**src/rtl/pc_pkg.sv**
```systemverilog
// pc_pkg: next-PC select encoding and default PC geometry shared across the core
package pc_pkg;
    typedef enum logic [2:0] {
        PC_HOLD   = 3'd0,
        PC_INC    = 3'd1,
        PC_BRANCH = 3'd2,
        PC_JUMP   = 3'd3,
        PC_CALL   = 3'd4,
        PC_RET    = 3'd5
    } pc_sel_e;
    localparam int PC_WIDTH = 16;
    localparam int PC_STEP  = 2;
endpackage

```
**src/rtl/pc_sequencer_if.sv**
```systemverilog
// pc_sequencer_if: control strobes into and PC/status out of the sequencer
interface pc_sequencer_if
    import pc_pkg::*;
#(
    parameter int WIDTH = PC_WIDTH
) ();
    logic             pc_en;
    logic [2:0]       sel;
    logic [WIDTH-1:0] offset;
    logic [WIDTH-1:0] target;
    logic             clear_err;
    logic [WIDTH-1:0] pc;
    logic [WIDTH-1:0] pc_plus;
    logic             ras_empty;
    logic             ras_full;
    logic             err_overflow;
    logic             err_underflow;
    logic             err_illegal;
    modport master (
        output pc_en, sel, offset, target, clear_err,
        input  pc, pc_plus, ras_empty, ras_full, err_overflow, err_underflow, err_illegal
    );
    modport slave (
        input  pc_en, sel, offset, target, clear_err,
        output pc, pc_plus, ras_empty, ras_full, err_overflow, err_underflow, err_illegal
    );
endinterface

```
**src/rtl/pc_sequencer_ras_stack.sv**
```systemverilog
// ras_stack: circular return-address LIFO; a push when full overwrites the oldest entry
module ras_stack #(
    parameter int WIDTH = 16,
    parameter int DEPTH = 4
) (
    input  logic             clk,
    input  logic             reset,
    input  logic             push_i,
    input  logic             pop_i,
    input  logic [WIDTH-1:0] push_data_i,
    output logic [WIDTH-1:0] top_data_o,
    output logic             empty_o,
    output logic             full_o,
    output logic             overflow_o,
    output logic             underflow_o
);
    localparam int PW = $clog2(DEPTH);
    logic [WIDTH-1:0] mem_q [DEPTH];
    logic [PW-1:0]    top_q, top_d;
    logic [PW:0]      cnt_q, cnt_d;
    logic             do_pop;
    assign empty_o     = cnt_q == '0;
    assign full_o      = cnt_q == (PW+1)'(DEPTH);
    assign do_pop      = pop_i & ~push_i & ~empty_o;
    assign top_data_o  = mem_q[top_q - PW'(1)];
    assign overflow_o  = push_i & full_o;
    assign underflow_o = pop_i & ~push_i & empty_o;
    // pointer wraps freely; count saturates so a full push keeps it at DEPTH
    always_comb begin
        top_d = push_i ? top_q + PW'(1) : do_pop ? top_q - PW'(1) : top_q;
        cnt_d = (push_i & ~full_o) ? cnt_q + (PW+1)'(1) : do_pop ? cnt_q - (PW+1)'(1) : cnt_q;
    end
    // pointer and count registers
    always_ff @(posedge clk) begin
        if (reset) begin
            top_q <= '0;
            cnt_q <= '0;
        end else begin
            top_q <= top_d;
            cnt_q <= cnt_d;
        end
    end
    // storage is left unreset; a push in a reset cycle is discarded
    always_ff @(posedge clk) begin
        if (push_i && !reset) mem_q[top_q] <= push_data_i;
    end
endmodule

```
**src/rtl/pc_sequencer.sv**
```systemverilog
// pc_sequencer: registered PC with inc/branch/jump/call/return and a return-address stack
module pc_sequencer
    import pc_pkg::*;
#(
    parameter int                  WIDTH      = PC_WIDTH,
    parameter int                  STEP       = PC_STEP,
    parameter int                  ALIGN_BITS = 1,
    parameter logic [WIDTH-1:0]    RESET_PC   = '0,
    parameter int                  RAS_DEPTH  = 4
) (
    input  logic           clk,
    input  logic           reset,
    pc_sequencer_if.slave  bus
);
    localparam logic [WIDTH-1:0] STEP_W     = WIDTH'(STEP);
    localparam logic [WIDTH-1:0] ALIGN_MASK = {WIDTH{1'b1}} << ALIGN_BITS;
    logic [WIDTH-1:0] pc_q, pc_d, raw_pc, ras_top;
    logic             load, illegal, push, pop, empty, full, ovf, unf;
    logic             ovf_q, ovf_d, unf_q, unf_d, ill_q, ill_d;
    assign push = bus.pc_en & (bus.sel == PC_CALL);
    assign pop  = bus.pc_en & (bus.sel == PC_RET);
    ras_stack #(.WIDTH(WIDTH), .DEPTH(RAS_DEPTH)) u_ras (
        .clk         (clk),
        .reset       (reset),
        .push_i      (push),
        .pop_i       (pop),
        .push_data_i (bus.pc_plus),
        .top_data_o  (ras_top),
        .empty_o     (empty),
        .full_o      (full),
        .overflow_o  (ovf),
        .underflow_o (unf)
    );
    // next-PC mux; only real loads are aligned, and a RET on an empty stack is not a load
    always_comb begin
        raw_pc  = pc_q;
        load    = 1'b1;
        illegal = 1'b0;
        case (bus.sel)
            PC_HOLD:   load = 1'b0;
            PC_INC:    raw_pc = bus.pc_plus;
            PC_BRANCH: raw_pc = pc_q + bus.offset;
            PC_JUMP:   raw_pc = bus.target;
            PC_CALL:   raw_pc = bus.target;
            PC_RET:    begin raw_pc = ras_top; load = ~empty; end
            default:   begin load = 1'b0; illegal = 1'b1; end
        endcase
        pc_d  = (bus.pc_en && load) ? raw_pc & ALIGN_MASK : pc_q;
        ovf_d = ovf | (ovf_q & ~bus.clear_err);
        unf_d = unf | (unf_q & ~bus.clear_err);
        ill_d = (bus.pc_en & illegal) | (ill_q & ~bus.clear_err);
    end
    // PC and sticky error registers
    always_ff @(posedge clk) begin
        if (reset) begin
            pc_q  <= RESET_PC;
            ovf_q <= 1'b0;
            unf_q <= 1'b0;
            ill_q <= 1'b0;
        end else begin
            pc_q  <= pc_d;
            ovf_q <= ovf_d;
            unf_q <= unf_d;
            ill_q <= ill_d;
        end
    end
    assign bus.pc            = pc_q;
    assign bus.pc_plus       = pc_q + STEP_W;
    assign bus.ras_empty     = empty;
    assign bus.ras_full      = full;
    assign bus.err_overflow  = ovf_q;
    assign bus.err_underflow = unf_q;
    assign bus.err_illegal   = ill_q;
endmodule

```
**src/flat_wrapper.sv**
```systemverilog
// flat-port wrapper written by rule: the top's interface ports become plain ports
module pc_sequencer_flat import pc_pkg::*;
#(
    parameter int                  WIDTH      = PC_WIDTH,
    parameter int                  STEP       = PC_STEP,
    parameter int                  ALIGN_BITS = 1,
    parameter logic [WIDTH-1:0]    RESET_PC   = '0,
    parameter int                  RAS_DEPTH  = 4
)
  (clk, reset, bus_pc_en, bus_sel, bus_offset, bus_target, bus_clear_err, bus_pc, bus_pc_plus, bus_ras_empty, bus_ras_full, bus_err_overflow, bus_err_underflow, bus_err_illegal);
  pc_sequencer_if #(.WIDTH(WIDTH)) bus_i ();
  input  logic clk;
  input  logic reset;
  input wire logic [$bits(bus_i.pc_en)-1:0] bus_pc_en;
  input wire logic [$bits(bus_i.sel)-1:0] bus_sel;
  input wire logic [$bits(bus_i.offset)-1:0] bus_offset;
  input wire logic [$bits(bus_i.target)-1:0] bus_target;
  input wire logic [$bits(bus_i.clear_err)-1:0] bus_clear_err;
  output wire logic [$bits(bus_i.pc)-1:0] bus_pc;
  output wire logic [$bits(bus_i.pc_plus)-1:0] bus_pc_plus;
  output wire logic [$bits(bus_i.ras_empty)-1:0] bus_ras_empty;
  output wire logic [$bits(bus_i.ras_full)-1:0] bus_ras_full;
  output wire logic [$bits(bus_i.err_overflow)-1:0] bus_err_overflow;
  output wire logic [$bits(bus_i.err_underflow)-1:0] bus_err_underflow;
  output wire logic [$bits(bus_i.err_illegal)-1:0] bus_err_illegal;
  assign bus_i.pc_en = bus_pc_en;
  assign bus_i.sel = bus_sel;
  assign bus_i.offset = bus_offset;
  assign bus_i.target = bus_target;
  assign bus_i.clear_err = bus_clear_err;
  assign bus_pc = bus_i.pc;
  assign bus_pc_plus = bus_i.pc_plus;
  assign bus_ras_empty = bus_i.ras_empty;
  assign bus_ras_full = bus_i.ras_full;
  assign bus_err_overflow = bus_i.err_overflow;
  assign bus_err_underflow = bus_i.err_underflow;
  assign bus_err_illegal = bus_i.err_illegal;
  pc_sequencer #(.WIDTH(WIDTH), .STEP(STEP), .ALIGN_BITS(ALIGN_BITS), .RESET_PC(RESET_PC), .RAS_DEPTH(RAS_DEPTH)) u_core (.clk(clk), .reset(reset), .bus(bus_i));
endmodule
```
**config.mk**
```make
export PLATFORM = sky130hd
export DESIGN_NAME = pc_sequencer_flat
export DESIGN_NICKNAME = d
export VERILOG_FILES = /design/src/rtl/pc_pkg.sv /design/src/rtl/pc_sequencer_if.sv /design/src/rtl/pc_sequencer_ras_stack.sv /design/src/rtl/pc_sequencer.sv /design/src/flat_wrapper.sv
export SDC_FILE = /design/constraint.sdc
export NUM_CORES = 1
export LEC_CHECK = 0
export CAP_MARGIN = 15
export CORE_ASPECT_RATIO = 1.4
export CORE_MARGIN = 2
export CORE_UTILIZATION = 58
export CTS_CLUSTER_DIAMETER = 60
export DETAILED_ROUTE_END_ITERATION = 8
export HOLD_SLACK_MARGIN = 0.12
export PLACE_DENSITY = 0.92
export SYNTH_ARGS = -nofsm -noshare
export SYNTH_HDL_FRONTEND = slang
export SYNTH_SLANG_ARGS = --single-unit
```
**constraint.sdc**
```tcl
create_clock -name clk -period 5.9 [get_ports clk]
set_input_delay 1.77 -clock clk [delete_from_list [all_inputs] [get_ports clk]]
set_output_delay 1.77 -clock clk [all_outputs]
set_load 0.05 [all_outputs]
```
==> impl_metrics.tcl <==
set metrics [dict create \
    h-tree-depth 3 \
    slew-limit-headroom_pct 41.3 \
    crit_type "reg2out" \
    numCtsBuffers 9 \
    drt.antenna.violating_nets 0 \
    min_to "u_core.bus.err_underflow" \
    synth-async-reset-ratio_pct 0 \
    arrival_ps 3080 \
    drt_first_pass_iters 7 \
    worst-path-buf-inv 1 \
    cp-end-kind "output port" \
    ys_seq_area_share_pct 48.4 \
    cp_slowest_cell "clkdlybuf4s50_1" \
    multiInputGateArea_mm2 0.00225 \
    initial_utilization_pct 60.0 \
    rr_endpoint "u_core.bus.pc[13]" \
    finalWorstSetupSlack_ps 1050 \
    drv_cap 0 \
    yosys.area.top_type_share_pct 38.5 \
    tns_ps 0 \
    cp_slowest_stage_delay_ps 920 \
    die_h_um 110 \
    worstPathRequired_ps 4130 \
    r2r_cells 8 \
    post_cts_resized 0 \
    cts_hold_buf 0 \
    gr-usage-met2_pct 45.8 \
    antenna_found_initial 0 \
    hpwlAfterDp_um 8310 \
    synth_cell_types 64 \
    worstReg2RegStart "u_core.u_ras.top_q[0]" \
    seq_area_mm2 0.00226 \
    finalSetupViolations 0 \
    grt_use_total_pct 27.4 \
    grt_busiest_layer "met2" \
    wl_per_cell_um 19.3 \
    postCtsSetupBuffers 0 \
    die_area_mm2 0.00881 \
    critical_path.top_delay_family "buffers and inverters" \
    peakVddDrop_mv 0.129 \
    period_share_pct 82.2 \
    via_count 3719 \
    remaining_drc_errors 0 \
    grt_overflow 0 \
    cts_buffer_depth 2 \
    status "completed" \
    path_cells "ha_1, nand4_2, or2_2, xnor2_1, clkdlybuf4s50_1" \
    finalPower_mw 1.32 \
    cts_tree "yes" \
    drive_gt1_share_pct 8.94 \
    synth_cells 422 \
    ys_ff_latch 83 \
    fin_crit_ps 4850 \
    r2r_setup_slack_ps 2860 \
    rsz0062_at_grt "false" \
    clk_pin_slew_ps 70 \
    gp_congestion 0.817 \
    final_nets 547 \
    synth_area_mm2 0.00468 \
    synth_edf_count 60 \
    portBuffers 71 \
    avgSynthCellArea_um2 11.1 \
    p_int_uw 921 \
    clock_skew_ps 2.63 \
    fin_util_pct 71.8 \
    use_met3_pct 3.01 \
    grt_max_degree 33 \
    pin_count 76 \
    crit_fanout 7 \
    hp-class "reg2reg" \
    area_delta_synth_final_pct 19.7 \
    rows 38 \
    p_per_area_mw_per_mm2 236 \
    synth_common_cells "edfxtp_1, nor2_1, nand2_1" \
    use_met1_pct 34.8 \
    p_leak_nw 1.99 \
    swShare_pct 30.2 \
    insertion_delay_ps 350 \
    combPwrFrac_pct 24.6 \
    ys_warn_count 0 \
    antennaDiodeCount 0 \
    clockPowerShare_pct 25.5 \
    synth_area_leader_cell "edfxtp_1" \
    synth.area.top_cells "edfxtp_1, dfxtp_1, mux4_2, ha_1, nor2_1" \
    holdPathStages 2 \
    wl_um 11400 \
    cp-start-kind "register" \
    grt_first_pass_wirelength_um 18000 \
    p_switching_uw 399 \
    grt_pass1_vias 3616 \
    fp.dieW_um 79.9 \
    cts_sinks 83 \
    core_mm2 0.00780 \
    hold_viol_final 0 \
    place_ws_ps 1200 \
    cts_root_buf "clkbuf_8" \
    synth-main-ff-cell "edfxtp_1" \
    max_slew.worst_pin.slew_ps 880 \
    vias_per_cell 6.28 \
    fmax_ghz 0.206 \
    slew_viol_final 0 \
    seqPwrFrac_pct 50.0 \
    drt_iter0_drc 313 \
    fill_cells 558 \
    min-delay-start "u_core.bus.err_underflow" \
    synthMostInstantiatedCell "edfxtp_1" \
]
## state kept, by name, summed over array words and instances (netlist names)
name	cells
u_core.bus.err_illegal	1
u_core.u_ras.cnt_q	3
u_core.u_ras.mem_q	60
u_core.bus.err_underflow	1
u_core.bus.pc	15
u_core.bus.err_overflow	1
u_core.u_ras.top_q	2
## layout make-up
class,count,share of cell area (%)
timing repair buffer,76,13.4
inverter,16,1.07
clock buffer,16,2.68
multi-input combinational,301,40.2
sequential,83,40.4
tap,100,2.24
## kinds of logic (layout without fill, tap and decap cells)
logic type / after synthesis / after routing / share of synthesized area [%]
buf+inv: 39 / 108 / 3.56
mux: 27 / 27 / 9.61
other cells: 1 / 2 / 0.0802
fa+ha+maj: 21 / 21 / 5.94
xor+xnor: 27 / 27 / 5.06
compound gates: 93 / 93 / 13.9
flops: 83 / 83 / 48.4
simple gates: 131 / 131 / 13.5
## power groups by stage
| stage | logic [mW] | clock network, mW | registers, mW |
|---|---|---|---|
| floorplan | 0.189 | 0 | 0.698 |
| global placement | 0.312 | 0 | 0.671 |
| detailed placement | 0.320 | 0 | 0.672 |
| CTS | 0.321 | 0.335 | 0.659 |
| global route | 0.348 | 0.356 | 0.661 |
| finish | 0.324 | 0.336 | 0.659 |
## layout by cell type (no fill, tap or decap), types with 3 or more instances in the layout
cell type	n
a211oi_1	8
a21o_1	5
a21oi_1	24
a221oi_1	5
a22oi_1	4
a311oi_1	3
and2_1	6
and3_1	3
buf_4	5
clkbuf_1	7
clkbuf_8	9
clkdlybuf4s50_1	71
dfxtp_1	23
edfxtp_1	60
ha_1	19
inv_1	14
mux2_2	3
mux2i_1	10
mux4_2	14
nand2_1	33
nand2b_1	4
nand3_1	11
nor2_1	45
nor3_1	7
o21ai_0	14
o22ai_1	6
or3_1	3
xnor2_1	17
xor2_1	10
## tightest hold or removal path, stage by stage, from the launching register on
cell and delay [ps]:
dfxtp_1 330, nand2_1 70, a21oi_1 70
## layer usage
layer	routed length [um]	up-vias
li1	-	1710
met1	4390	1787
met2	5860	193
met3	848	29
met4	334	0
met5	0	-
## through the flow
step	hold WS, ps	instance area, um2	instances
after floorplan	485	4680	423
after global placement	459	5450	576
after detailed placement	497	5450	576
after CTS	514	5600	592
after global routing	546	5600	592
final	517	5600	592
## worst max path at each step
stage,start,endpoint,slack (ps),cells past startpoint
after global routing,u_core.bus.pc[2],bus_pc_plus[7],930,5
after floorplan,u_core.bus.pc[2],bus_pc_plus[7],1620,4
final,u_core.bus.pc[2],bus_pc_plus[7],1050,5
after global placement,bus_sel[2],u_core.bus.pc[14],1320,8
after CTS,u_core.bus.pc[2],bus_pc_plus[7],1020,5
after detailed placement,bus_sel[2],u_core.bus.pc[14],1200,8
Note: power is estimated with default switching activity, not from simulation.
